[src/rtl/ber_window.sv]
// ber_window
// Loss-of-lock detector for the BER checker. It counts locked bits in
// windows of WIN bits and counts the errors inside the current window.
// loss is asserted combinationally on the bit that carries the LOSS_THR-th
// error of a window.
// Ports:
//   clk    in  1 : system clock
//   rst    in  1 : synchronous active-high reset
//   clear  in  1 : restart the window (asserted on lock entry)
//   bit_en in  1 : a locked bit is being checked this cycle
//   err    in  1 : that bit mismatched the replica
//   loss   out 1 : this bit reaches the error threshold
module ber_window #(
    parameter int WIN      = 64,
    parameter int LOSS_THR = 8
) (
    input  logic clk,
    input  logic rst,
    input  logic clear,
    input  logic bit_en,
    input  logic err,
    output logic loss
);

    localparam int BW = (WIN > 1) ? $clog2(WIN) : 1;
    localparam int EW = $clog2(LOSS_THR + 1);

    logic [BW-1:0] win_bits;
    logic [EW-1:0] win_err;

    // The erroring bit counts in the current window, including the last bit
    // before a wrap.
    assign loss = bit_en && err && (win_err == EW'(LOSS_THR - 1));

    always_ff @(posedge clk) begin
        if (rst || clear) begin
            win_bits <= '0;
            win_err  <= '0;
        end else if (bit_en) begin
            if (win_bits == BW'(WIN - 1)) begin
                win_bits <= '0;
                win_err  <= '0;
            end else begin
                win_bits <= win_bits + 1'b1;
                if (err) begin
                    win_err <= win_err + 1'b1;
                end
            end
        end
    end

endmodule

[config.mk]
export PLATFORM = sky130hd
export DESIGN_NAME = ber_window
export DESIGN_NICKNAME = d
export VERILOG_FILES = /design/src/rtl/ber_window.sv
export SDC_FILE = /design/constraint.sdc
export NUM_CORES = 1
export LEC_CHECK = 0
export CAP_MARGIN = 20
export CORE_AREA = 2 2 39 41
export CTS_BUF_LIST = sky130_fd_sc_hd__clkbuf_8
export DETAILED_ROUTE_END_ITERATION = 7
export DIE_AREA = 0 0 41 43
export PLACE_DENSITY = 0.62
export SLEW_MARGIN = 20
export SYNTH_ARGS = -nofsm -noshare
export SYNTH_HDL_FRONTEND = slang
export SYNTH_SLANG_ARGS = --single-unit
[constraint.sdc]
create_clock -name clk -period 1.2 [get_ports clk]
set_input_delay 0.24 -clock clk [delete_from_list [all_inputs] [get_ports clk]]
set_output_delay 0.24 -clock clk [all_outputs]
set_load 0.005 [all_outputs]
* After elaboration in Yosys (flattened, before gate mapping)
Cells that the tools add are included.
Operators by class: reductions and logical operators 5, add/subtract/negate cells 2, mux-type cells 3, equal/unequal tests 2
Operators by type and width (count):
- two-way mux 4 bit | 2
- adder 6 x 1 -> 6 bit, second input constant | 1
- equality test 6 bit, second input constant | 1
- two-way mux 6 bit | 1
- adder 4 x 1 -> 4 bit, second input constant | 1
- equality test 4 x 3 -> 1 bit, second input constant | 1
- logical AND 1 bit | 2
- AND reduction 2 bit | 1
- nonzero test 2 bit | 1
- logical OR 1 bit | 1
Storage, ports and cells: register bits 10, bits of input ports 5, logic and storage cells 14, output and inout port bits 1

* Logic depth before layout (Yosys ltp)
depth in word-level cells 3, mapped depth 4, gate-level depth less buffers 4

* Least setup slack after synthesis
OpenSTA, ideal clock, no wires.
kind register to output, start register win_err[0], end output port loss, setup slack 138 ps, cell stages (with the launch flop) 4, data arrival time 822 ps, path buffers 0, required time 960 ps, cell sequence dfxtp_1 > ha_1 > nand3_1 > nor3b_1
On the way: cells in the longest elaborated chain, start to end 2
RTL lines:
- start, declared | line 29 | logic [EW-1:0] win_err;
- start signal, assigned | line 46 | win_err <= win_err + 1'b1;
- equality test 4 x 3 -> 1 bit | line 33 | assign loss = bit_en && err && (win_err == EW'(LOSS_THR - 1));
- logical AND 1 bit | line 33
- end, declared | line 22 | output logic loss
No other way between the ends.

* Worst setup path after layout
Ends and elaborated chain as after synthesis.

==> summary.md <==
| Metric | Value |
|---|---|
| Status | `complete, but fails checks` |
| Violated checks | `negative setup slack` |
| Unrepaired setup endpoints after global routing | `true` |
| Synth cell count leaders | `10 x dfxtp_1, 5 x nor2_1, 4 x nand2_1, 4 x nand4_1, 4 x xor2_1` |
| Gate power share | `between 7 and 8%` |
| Port Buf Inserts | `5` |
| Synth area leader | `dfxtp_1` |
| GRT busiest layer | `met2` |
| Post-synthesis register bit count | `10` |
| PwrDens | `1050 nW/um^2` |
| Post-Layout Cell Count | `between 90 and 100` |
| Wire per inst | `roughly 12 um` |
| FILL cells | `146` |
| Die width | `between 40 and 50 um` |
| Simple-Gate Fraction of Synth Area | `about 28%` |
| Min-Delay Path Class | `reg2reg` |
| Synth Area in XOR/XNOR | `6.95%` |
| CTS clk-pin slew, worst paths | `0.05 ns` |
| Psw | `about 0.16 mW` |
| M2 GR Usage | `21.6%` |
| GR met3 Demand/Resource | `4.71%` |
| Nets | `85` |
| Cells after DPL | `slightly below 90` |
| HPWL after detailed placement | `around 800 um` |
| Vias in the first global route | `between 400 and 500` |
| Worst EP required | `around 0.96 ns` |
| Root buf cell | `clkbuf_8` |
| Starting Density | `36.4%` |
| Worst Skew | `between 0.002 and 0.0025 ns` |
| Main synth FF type | `dfxtp_1` |
| Area share of the largest cell type after synthesis | `39.7%` |
| Sequential share of power | `45.7%` |
| Synth Area per Inst | `8.85 um^2` |
| Mapped Nets | `64` |
| Origin of the worst setup path | `win_err[0]` |
| Longest Clk Path Bufs | `2` |
| CTS Buf Count | `3` |
| Switching Share | `a little over a fifth` |
| Clock Latency Late Sink | `0.23 ns` |
| Yosys cell types | `26` |
| CTS tree | `done` |
| # DRC | `0` |
| Worst IR Drop VDD | `0.000605 V` |
| Number of max-cap violations | `0` |
| Critical path's largest stage delay | `0.32 ns` |
| Placed Instance Area | `approximately 660 um^2` |
| Drt total wl | `1080 um` |
| Tot Pwr | `~0.74 mW` |
| Max Fclk | `about 0.75 GHz` |
| Syn Std Cell Area | `504 um^2` |
| Register Area | `just over 200 um^2` |
| Crit end category | `output pin` |
| Num Clock Sinks | `10` |
| Worst Tran Pin Value | `0.196 ns` |
| Static leakage | `roughly 0.26 nW` |
| Synth Area in Adders | `roughly 5.0%` |
| Fin util | `51.0%` |
| Placer Congestion | `0.748` |
| Die area | `1760 um^2` |
| Clk pwr share | `46.8%` |
| Fin. max-slew vios | `0` |
| CP Cell Sequence | `ha_2, nand3_2, nor3b_2, buf_2` |
| Initial drt markers | `3` |
| Final WS setup | `-0.134 ns` |
| Data arrival, critical path | `1.09 ns` |
| Top-count cell post-synth | `dfxtp_1` |
| First-pass DRT Iterations | `3` |
| Area of the multi-input gates | `294 um^2` |
| Diodes inserted | `0` |
| Vias | `464` |
| Total Routing Usage GR | `about 15%` |
| Mux contribution to synthesized area | `under 10%` |
| Synth-to-Final Area Change | `40.0%` |
| Post-synth EDFFs | `0` |
| Crit Reg-Reg Startpoint | `win_bits[2]` |
| Initial antenna violation count | `0` |
| Min-delay src | `win_bits[5]` |
| Final setup viols | `1` |
| Ratio of cells with drive above 1 in the final layout | `30.3%` |
| Row Count | `14` |
| GRT Residual Overflow | `0` |
| Vias/cell | `5.04` |
| Hold Violations, Final | `0` |
| Crit path launch type | `register` |
| H-tree depth | `1` |
| Max-slew headroom | `86.9%` |
| ANT nets after route | `0` |
| CP Buf/Inv Count | `1` |
| Final min period | `~1.3 ns` |
| Crit Path Category | `reg2out` |
| Synthesis Warnings | `0` |
| Total Neg Setup Slack | `-0.134 ns` |
| Number of I/O pins | `6` |
| Core area | `roughly 1400 um^2` |
| Pin count of the biggest net entering global routing | `13` |
| Met1 usage | `17.8%` |
| Post-route cell area | `706 um^2` |
| Pint | `~0.59 mW` |
| Tcrit/Tclk final | `111%` |
| First-pass GRT wire length | `1740 um` |
| Cells after Synth | `57` |
| Peak fanout along the critical path | `2` |
| Postcts setup bufs | `0` |
| Top post-synthesis cells by area | `dfxtp_1 40%, xor2_1 6.9%, ha_1 5.0%` |
| Die Ht | `between 40 and 50 um` |
| Critical-path top delay cell | `dfxtp_2` |
| Post-synthesis compound-gate area fraction | `roughly 14%` |
| Ys async rst share | `0%` |
| Largest family of logic cells by synthesized area | `simple AND/OR/NAND/NOR gates` |
| Sequential-to-total area share from yosys stat | `between 30% and 40%` |
| Delay-heaviest family, CP | `flip-flops` |
through the flow:
stage / worst slack [ns] / hold WS (ns)
4_1_cts: -0.135 / 0.501
6_report: -0.134 / 0.501
3_3_place_gp: -0.577 / 0.477
5_1_grt: -0.196 / 0.520
2_1_floorplan: 0.138 / 0.400
3_5_place_dp: -0.603 / 0.490
repair_timing:
| item | 4_1_cts | 5_1_grt |
|---|---|---|
| hold endpoints to repair | 0 | 0 |
| resized for setup | 11 | 0 |
| hold buffers | 0 | 0 |
| setup endpoints to repair | 6 | 1 |
worst register-to-register path, stage by stage (launching register included):
cell,delay (ns)
dfxtp_1,0.41
nand4_1,0.15
buf_4,0.18
o2111ai_1,0.17
a31oi_1,0.09
cells by family after synthesis:
group,after synthesis
XOR/XNOR,4
AND/OR/NAND/NOR,25
multiplexers,1
buffers and inverters,4
adder cells (fa/ha/maj),2
flip-flops,10
AO/OA/AOI/OAI,11
layer usage:
metal / vias up / part of all wire (%)
li1: 241 / -
met1: 214 / 48
met2: 5 / 47
met3: 4 / 2.1
met4: 0 / 3.3
met5: - / 0
power groups by stage:
stage	combinational [mW]	clock [mW]	sequential, mW
global route	0.0604	0.375	0.340
finish	0.0553	0.348	0.340
floorplan	0.0247	0	0.346
detailed placement	0.0571	0	0.346
global placement	0.0563	0	0.346
CTS	0.0558	0.355	0.340
final cells by class:
type,instances,share of cell area (%)
Multi-Input combinational cell,43,41.7
Sequential cell,10,28.7
Timing Repair Buffer,18,19.9
Clock buffer,3,5.85
Tap cell,16,2.84
Inverter,2,1.06
flip-flops by register name, summed over array words and instances, names as in the netlist:
name and flops:
win_bits 6, win_err 4
worst paths after layout:
check | end | slack, ns | depth (start not counted)
worst max-delay path | loss | -0.13 | 4
worst min-delay path | win_bits[5] | 0.50 | 2
worst max register to register | win_err[3] | 0.07 | 4
worst min register to register | win_bits[5] | 0.50 | 2
layout by cell type, fill, tap and decap left out:
| cell | Yosys | routed |
|---|---|---|
| or2_0 | 1 | 1 |
| inv_1 | 2 | 2 |
| mux2i_1 | 1 | 1 |
| a31oi_1 | 2 | 2 |
| nor2_1 | 5 | 5 |
| or3_1 | 1 | 1 |
| ha_1 | 2 | 1 |
| xor2_1 | 4 | 4 |
| nor3b_2 | 0 | 1 |
| buf_2 | 0 | 1 |
| buf_4 | 0 | 13 |
| nor2b_1 | 1 | 1 |
| ha_2 | 0 | 1 |
| clkdlybuf4s50_1 | 0 | 2 |
| nand3_2 | 1 | 2 |
| nand2b_1 | 2 | 2 |
| nand4_1 | 4 | 4 |
| o21bai_1 | 1 | 1 |
| o2111ai_1 | 1 | 1 |
| nand3_1 | 2 | 1 |
| nand2_1 | 4 | 4 |
| dfxtp_2 | 0 | 2 |
| o21ai_0 | 2 | 2 |
| dlygate4sd2_1 | 0 | 2 |
| clkbuf_8 | 0 | 3 |
| a21oi_1 | 3 | 3 |
| dfxtp_1 | 10 | 8 |
| o211ai_1 | 2 | 2 |
| or3b_1 | 1 | 1 |
| or2b_1 | 1 | 1 |
| and4_1 | 1 | 1 |
No activity file was read; power rests on OpenSTA's default activity.
==> RTL edit 1 (config.mk and constraints unchanged) <==
`LOSS_THR`: 8 -> 16.
--- a/src/rtl/ber_window.sv
+++ b/src/rtl/ber_window.sv
@@ -12,7 +12,7 @@
 //   loss   out 1 : this bit reaches the error threshold
 module ber_window #(
     parameter int WIN      = 64,
-    parameter int LOSS_THR = 8
+    parameter int LOSS_THR = 16
 ) (
     input  logic clk,
     input  logic rst,
Behaviour: not the same (a bounded check fails within 10 cycles, from zero or initial values).
==> RTL edit 1 against the original RTL <==
  * Wire length up 42%
  * Die area unchanged
  * Sequential cell count up 1
  * Total power up 12%
  * Final area up 30%
  * Highest routed layer unchanged
  * Largest cell class unchanged
  * Utilization up 15 points
  * First-iteration DRC count rose to 6.7 times the old value
  * Register-to-register slack worse by 180 ps
  * Cell count up 20%
  * Worst setup slack worse by 170 ps
  * Count of clock-buffer cells in the layout unchanged
  * Area after synthesis up 22%
  * The flow still finishes with violations (negative setup slack)
==> RTL edit 1: results (changes against the original RTL) <==
Wire length of the first global-routing pass: 2.60 mm (+50%). The checks that failed: negative setup slack. The run gives 103 (+21%) as the layout net count. The part of the total power dissipated in combinational logic is 0.101 (+0.027). The net count after synthesis came out at 78 (+22%). The cell internal power dissipation is 0.643 mW (+9.5%), and the last weighted congestion value of the routability-driven placer is 0.764 (+2.2%).

The tools report the cell area after placement as 761 um^2 (+16%). For the via count of the routed design, the log shows 612 (+32%). The flow ran to the end, but the final reports show violations. By count the netlist is led by 11 x sky130_fd_sc_hd__dfxtp_1, 8 x sky130_fd_sc_hd__a21oi_1, 5 x sky130_fd_sc_hd__nand2_1. The tools report the power share of the sequential group as 0.450 (-0.007). For the number of distinct library cell variants in the gate-level netlist after synthesis, the log shows 27 (+3.8%). The run gives 0.217 (+0.0655) as the global-route usage over all layers. Sorting the synthesized cells by area gives the leading types as sky130_fd_sc_hd__dfxtp_1 36%, sky130_fd_sc_hd__a21oi_1 6.5%, sky130_fd_sc_hd__ha_1 6.1%. The number of placed instances, taps included is 99 (+11%), and the share of final-layout standard cells stronger than drive strength 1 is 0.394 (+0.0910).

The power consumed by combinational cells was 0.0843 mW (+52%). For the fill cell instance count of the final layout, the log shows 118 (-19%). The via count of the first global-routing pass was 597 (+38%); the number of design-rule violations left by the first detailed-router iteration was 20 (+17).

The mux share of post-synthesis cell area was 0.0184 (-0.00148). Worst slack after detailed placement: -454 ps (+149 ps). Stage delay of the slowest cell on the critical path: 350 ps (+30 ps). The initial cell density of the core was 0.443 (+0.0787); the post-synthesis sequential area ratio was 0.359 (-0.0378). The first-pass iteration count of the detailed router was 4 (+1). The tools report the placed wire-length estimate after detailed placement as 920 um (+15%). The xor-xnor portion of the synthesized cell area was 0.0429 (-0.0266); the maximum vdd drop was 543 uV (-10%). The fraction of the mapped netlist area in compound gates was 0.208 (+0.0717). Signal arrival time at the worst endpoint: 1260 ps (+170 ps). The logs give 0.333 nW (+27%) for the leakage dissipation and -656 ps (-522 ps) for the setup TNS after final layout. The number of setup violations in the final report was 8 (+7); the worst setup slack after layout was -303 ps (-169 ps).

The tools report the maximum number of pins on one net before global-route repair as 9 (-4). The run gives 70 (+23%) as the gate count of the mapped netlist. The average wire per standard cell was 14.0 um (+18%).
RTL edit 1: cell count changes in the layout (fill, tap and decap cells not counted), moves of 3 or more:
| cell | before | now |
|---|---|---|
| sky130_fd_sc_hd__ha_4 | 0 | 3 |
| sky130_fd_sc_hd__a21oi_1 | 3 | 8 |
| sky130_fd_sc_hd__dfxtp_2 | 2 | 5 |
| sky130_fd_sc_hd__buf_4 | 13 | 17 |
RTL edit 1: critical path, delay by kind of cell (launching register included):
kind,cells,cell delay (ps)
adders and majority gates,2,250
and+or+nand+nor,2,340
buffers and inverters,1,80
DFF,1,350
RTL edit 1: cell type report:
cell class,count,share of cell area
Tap cell,16,0.0219
Clock buffer,3,0.0451
Multi-Input combinational cell,52,0.456
Timing Repair Buffer,24,0.213
Clock inverter,1,0.00410
Sequential cell,11,0.248
Inverter,3,0.0123
RTL edit 1: metal layers:
layer | vias up | share of wire | routed length, um | GRT usage
met5 | - | 0 | 0 | 0
met4 | 0 | 0.0052 | 8 | 0.0800
met3 | 2 | 0.028 | 43 | 0.0628
met2 | 10 | 0.51 | 784 | 0.322
met1 | 297 | 0.46 | 700 | 0.289
li1 | 303 | - | - | -
RTL edit 1: final timing paths:
kind                       startpoint                  endpoint  slack, ps  cells after the start
max reg2reg   win_err[1]$_SDFFE_PP0P_   win_err[2]$_SDFFE_PP0P_       -110                      7
min reg2reg  win_bits[3]$_SDFFE_PP0P_  win_bits[3]$_SDFFE_PP0P_        540                      2
min          win_bits[3]$_SDFFE_PP0P_  win_bits[3]$_SDFFE_PP0P_        540                      2
max           win_err[1]$_SDFFE_PP0P_                      loss       -300                      5
RTL edit 1: repair_timing:
item                                    4_1_cts  5_1_grt
resized for setup                            13        5
pin swaps                                     4        4
endpoints found under the setup margin        8       11
buffers inserted                              5        1
gates cloned                                  1        0
==> RTL edit 2 (same settings) <==
Made on the original files. Add an input register stage for `err`; this delays it by one clock. The other inputs are not delayed to match.
--- a/src/rtl/ber_window.sv
+++ b/src/rtl/ber_window.sv
@@ -25,12 +25,18 @@
     localparam int BW = (WIN > 1) ? $clog2(WIN) : 1;
     localparam int EW = $clog2(LOSS_THR + 1);
 
+    logic err_q;
+
+    always_ff @(posedge clk) begin
+        err_q <= err;
+    end
+
     logic [BW-1:0] win_bits;
     logic [EW-1:0] win_err;
 
     // The erroring bit counts in the current window, including the last bit
     // before a wrap.
-    assign loss = bit_en && err && (win_err == EW'(LOSS_THR - 1));
+    assign loss = bit_en && err_q && (win_err == EW'(LOSS_THR - 1));
 
     always_ff @(posedge clk) begin
         if (rst || clear) begin
@@ -42,7 +48,7 @@
                 win_err  <= '0;
             end else begin
                 win_bits <= win_bits + 1'b1;
-                if (err) begin
+                if (err_q) begin
                     win_err <= win_err + 1'b1;
                 end
             end
Check against the original RTL: not equivalent (a bounded check fails within 10 cycles, from zero or initial values).
==> RTL edit 2 against the original RTL <==
  * The run still ends with negative setup slack left
  * Total power is 8.2% higher
  * Final area is 5.7% higher
  * Synthesized cell count up 1.8%
  * Sequential share of layout area is 1.5 points higher
  * Maximum frequency rose by 0.80%
  * Wire length grew 5.5%
  * Area after synthesis grew 4.0%
  * Sequential cell count rose by 1
  * Worst setup slack better by 11 ps
==> RTL edit 2: results (changes against the original RTL) <==
For the via count of the first global-routing pass, the log shows 450 (+4.2%). The worst setup slack after layout is -124 ps (+10.6 ps). The logs give 1.97 mm (+13%) for the wire length of the first global-routing pass and 13 (unchanged) for the maximum number of pins on one net before global-route repair.

For the number of distinct library cell variants in the gate-level netlist after synthesis, the log shows 26 (unchanged). The highest net fanout along the worst path was 2 (unchanged). Number of setup violations in the final report: 1 (unchanged). The run finished, with violations left. The via count of the routed design is 461 (-0.65%), and the maximum number of buffers from clock root to sink is 2 (unchanged). The logs give 5 (+2) for the number of design-rule violations left by the first detailed-router iteration and 0.777 (+3.8%) for the last weighted congestion value of the routability-driven placer. The final antenna diode count was 0 (unchanged); the port buffer count was 5 (unchanged).

The commonest cells after synthesis are 11 x sky130_fd_sc_hd__dfxtp_1, 5 x sky130_fd_sc_hd__nor2_1, 4 x sky130_fd_sc_hd__nand2_1, 4 x sky130_fd_sc_hd__nand4_1, 4 x sky130_fd_sc_hd__xor2_1. The maximum vdd drop was 602 uV (-0.47%); the post-route clock skew was 1.59 ps (-0.447 ps). In this run the clock root is driven by a sky130_fd_sc_hd__clkbuf_8. The tightest min-delay check is of the in -> reg type. For the clock latency at the later pin of the worst-skew pair, the log shows 240 ps. The post-synthesis sequential area ratio was 0.420 (+0.0230).

The share of final-layout standard cells stronger than drive strength 1 works out to 0.333 (+0.0307). First-pass iteration count of the detailed router: 4 (+1). The setup TNS after final layout is -124 ps (+10.6 ps).

For the signal arrival time at the worst endpoint, the log shows 1080 ps. The number of synthesized flops with an enable pin is 0 (unchanged). The tools report the number of buffers created by CTS as 3 (unchanged). The detailed-route wire length was 1.14 mm (+5.5%). The net count after synthesis is 65 (+1.6%), and the leakage dissipation is 0.272 nW (+3.8%). The layout net count is 86 (+1.2%).

For the H-tree depth, the log shows 1 (unchanged). The slew of the pin with the lowest slew margin works out to 202 ps (+6.14 ps). The clock slew seen by the registers of the worst setup and hold paths is 50 ps (about the same). For the number of antenna violations at the first check in global routing, the log shows 0 (unchanged). In the final layout, the registers with the most flip-flops are win_bits (6), win_err (4), err_q (1). The tools report the global-route usage over all layers as 0.180 (+0.0277). More flip-flops sit in one register than any other, and that register is win_bits.

The tools report the count of yosys warnings during synthesis as 0 (unchanged). By area the synthesized netlist is led by sky130_fd_sc_hd__dfxtp_1 42%, sky130_fd_sc_hd__xor2_1 6.7%, sky130_fd_sc_hd__ha_1 4.8%. The final reports fail on negative setup slack.

Fraction of registers with async set or reset after synthesis: 0 (unchanged). The placed wire-length estimate after detailed placement is 788 um (-1.8%), and the net switching power is 0.177 mW (+13%).
-- RTL edit 2: routing by layer --
metal | wire length (um) | global-route usage
met1 | 540 | 0.225
met2 | 525 | 0.238
met3 | 26 | 0.0471
met4 | 52 | 0.160
met5 | 0 | 0
-- RTL edit 2: final cells by class --
cell class | instances | area [um^2]
Clock buffer | 3 | 41.3
Clock inverter | 1 | 3.75
Fill cell | 129 | 638
Inverter | 2 | 7.51
Multi-Input combinational cell | 43 | 307
Sequential cell | 11 | 225
Tap cell | 16 | 20.0
Timing Repair Buffer | 18 | 141
-- RTL edit 2: cells by family (layout without fill, tap and decap cells) --
group	after synthesis	in the layout	share of synthesized area
AOI/OAI and AO/OA	11	11	0.131
xor gates and xnor gates	4	4	0.0668
adders and majority gates	2	2	0.0477
buffers and inverters	4	24	0.0430
DFF	11	11	0.420
muxes	1	1	0.0191
and+or+nand+nor	25	25	0.272
-- RTL edit 2: path summary, 6_finish.rpt --
kind                                  from                        to  slack (ps)  depth (start not counted)
setup / recovery   win_err[1]$_SDFFE_PP0P_                      loss        -120                          4
hold / removal                         err             err_q$_DFF_P_         440                          1
setup reg to reg  win_bits[1]$_SDFFE_PP0P_  win_bits[5]$_SDFFE_PP0P_          90                          5
hold reg to reg   win_bits[5]$_SDFFE_PP0P_  win_bits[5]$_SDFFE_PP0P_         500                          2
-- RTL edit 2: worst max-delay path: stages, from the launching register on --
cell	delay [ps]
sky130_fd_sc_hd__dfxtp_2	350
sky130_fd_sc_hd__ha_4	130
sky130_fd_sc_hd__nand3_2	80
sky130_fd_sc_hd__nor3b_2	150
sky130_fd_sc_hd__buf_2	130
-- RTL edit 2: power by group through the flow --
stage	combinational [mW]	sequential [mW]	clock, mW
floorplan	0.0247	0.384	0
global placement	0.0523	0.383	0
detailed placement	0.0529	0.383	0
CTS	0.0529	0.377	0.385
global route	0.0602	0.378	0.399
finish	0.0535	0.378	0.373
-- RTL edit 2: what timing repair did --
action	in CTS	in global routing
pin swaps	1	2
buffers inserted	1	0
endpoints found under the setup margin	3	7
resized for setup	11	4
-- RTL edit 2: metrics by stage --
step / area, um^2 / util / instances / worst slack [ps]
finish: 746 / 0.539 / 94 / -124
global route: 746 / 0.539 / 94 / -177
CTS: 741 / 0.535 / 94 / -145
detailed placement: 669 / 0.484 / 89 / -622
global placement: 669 / 0.484 / 89 / -579
floorplan: 524 / - / 58 / 136
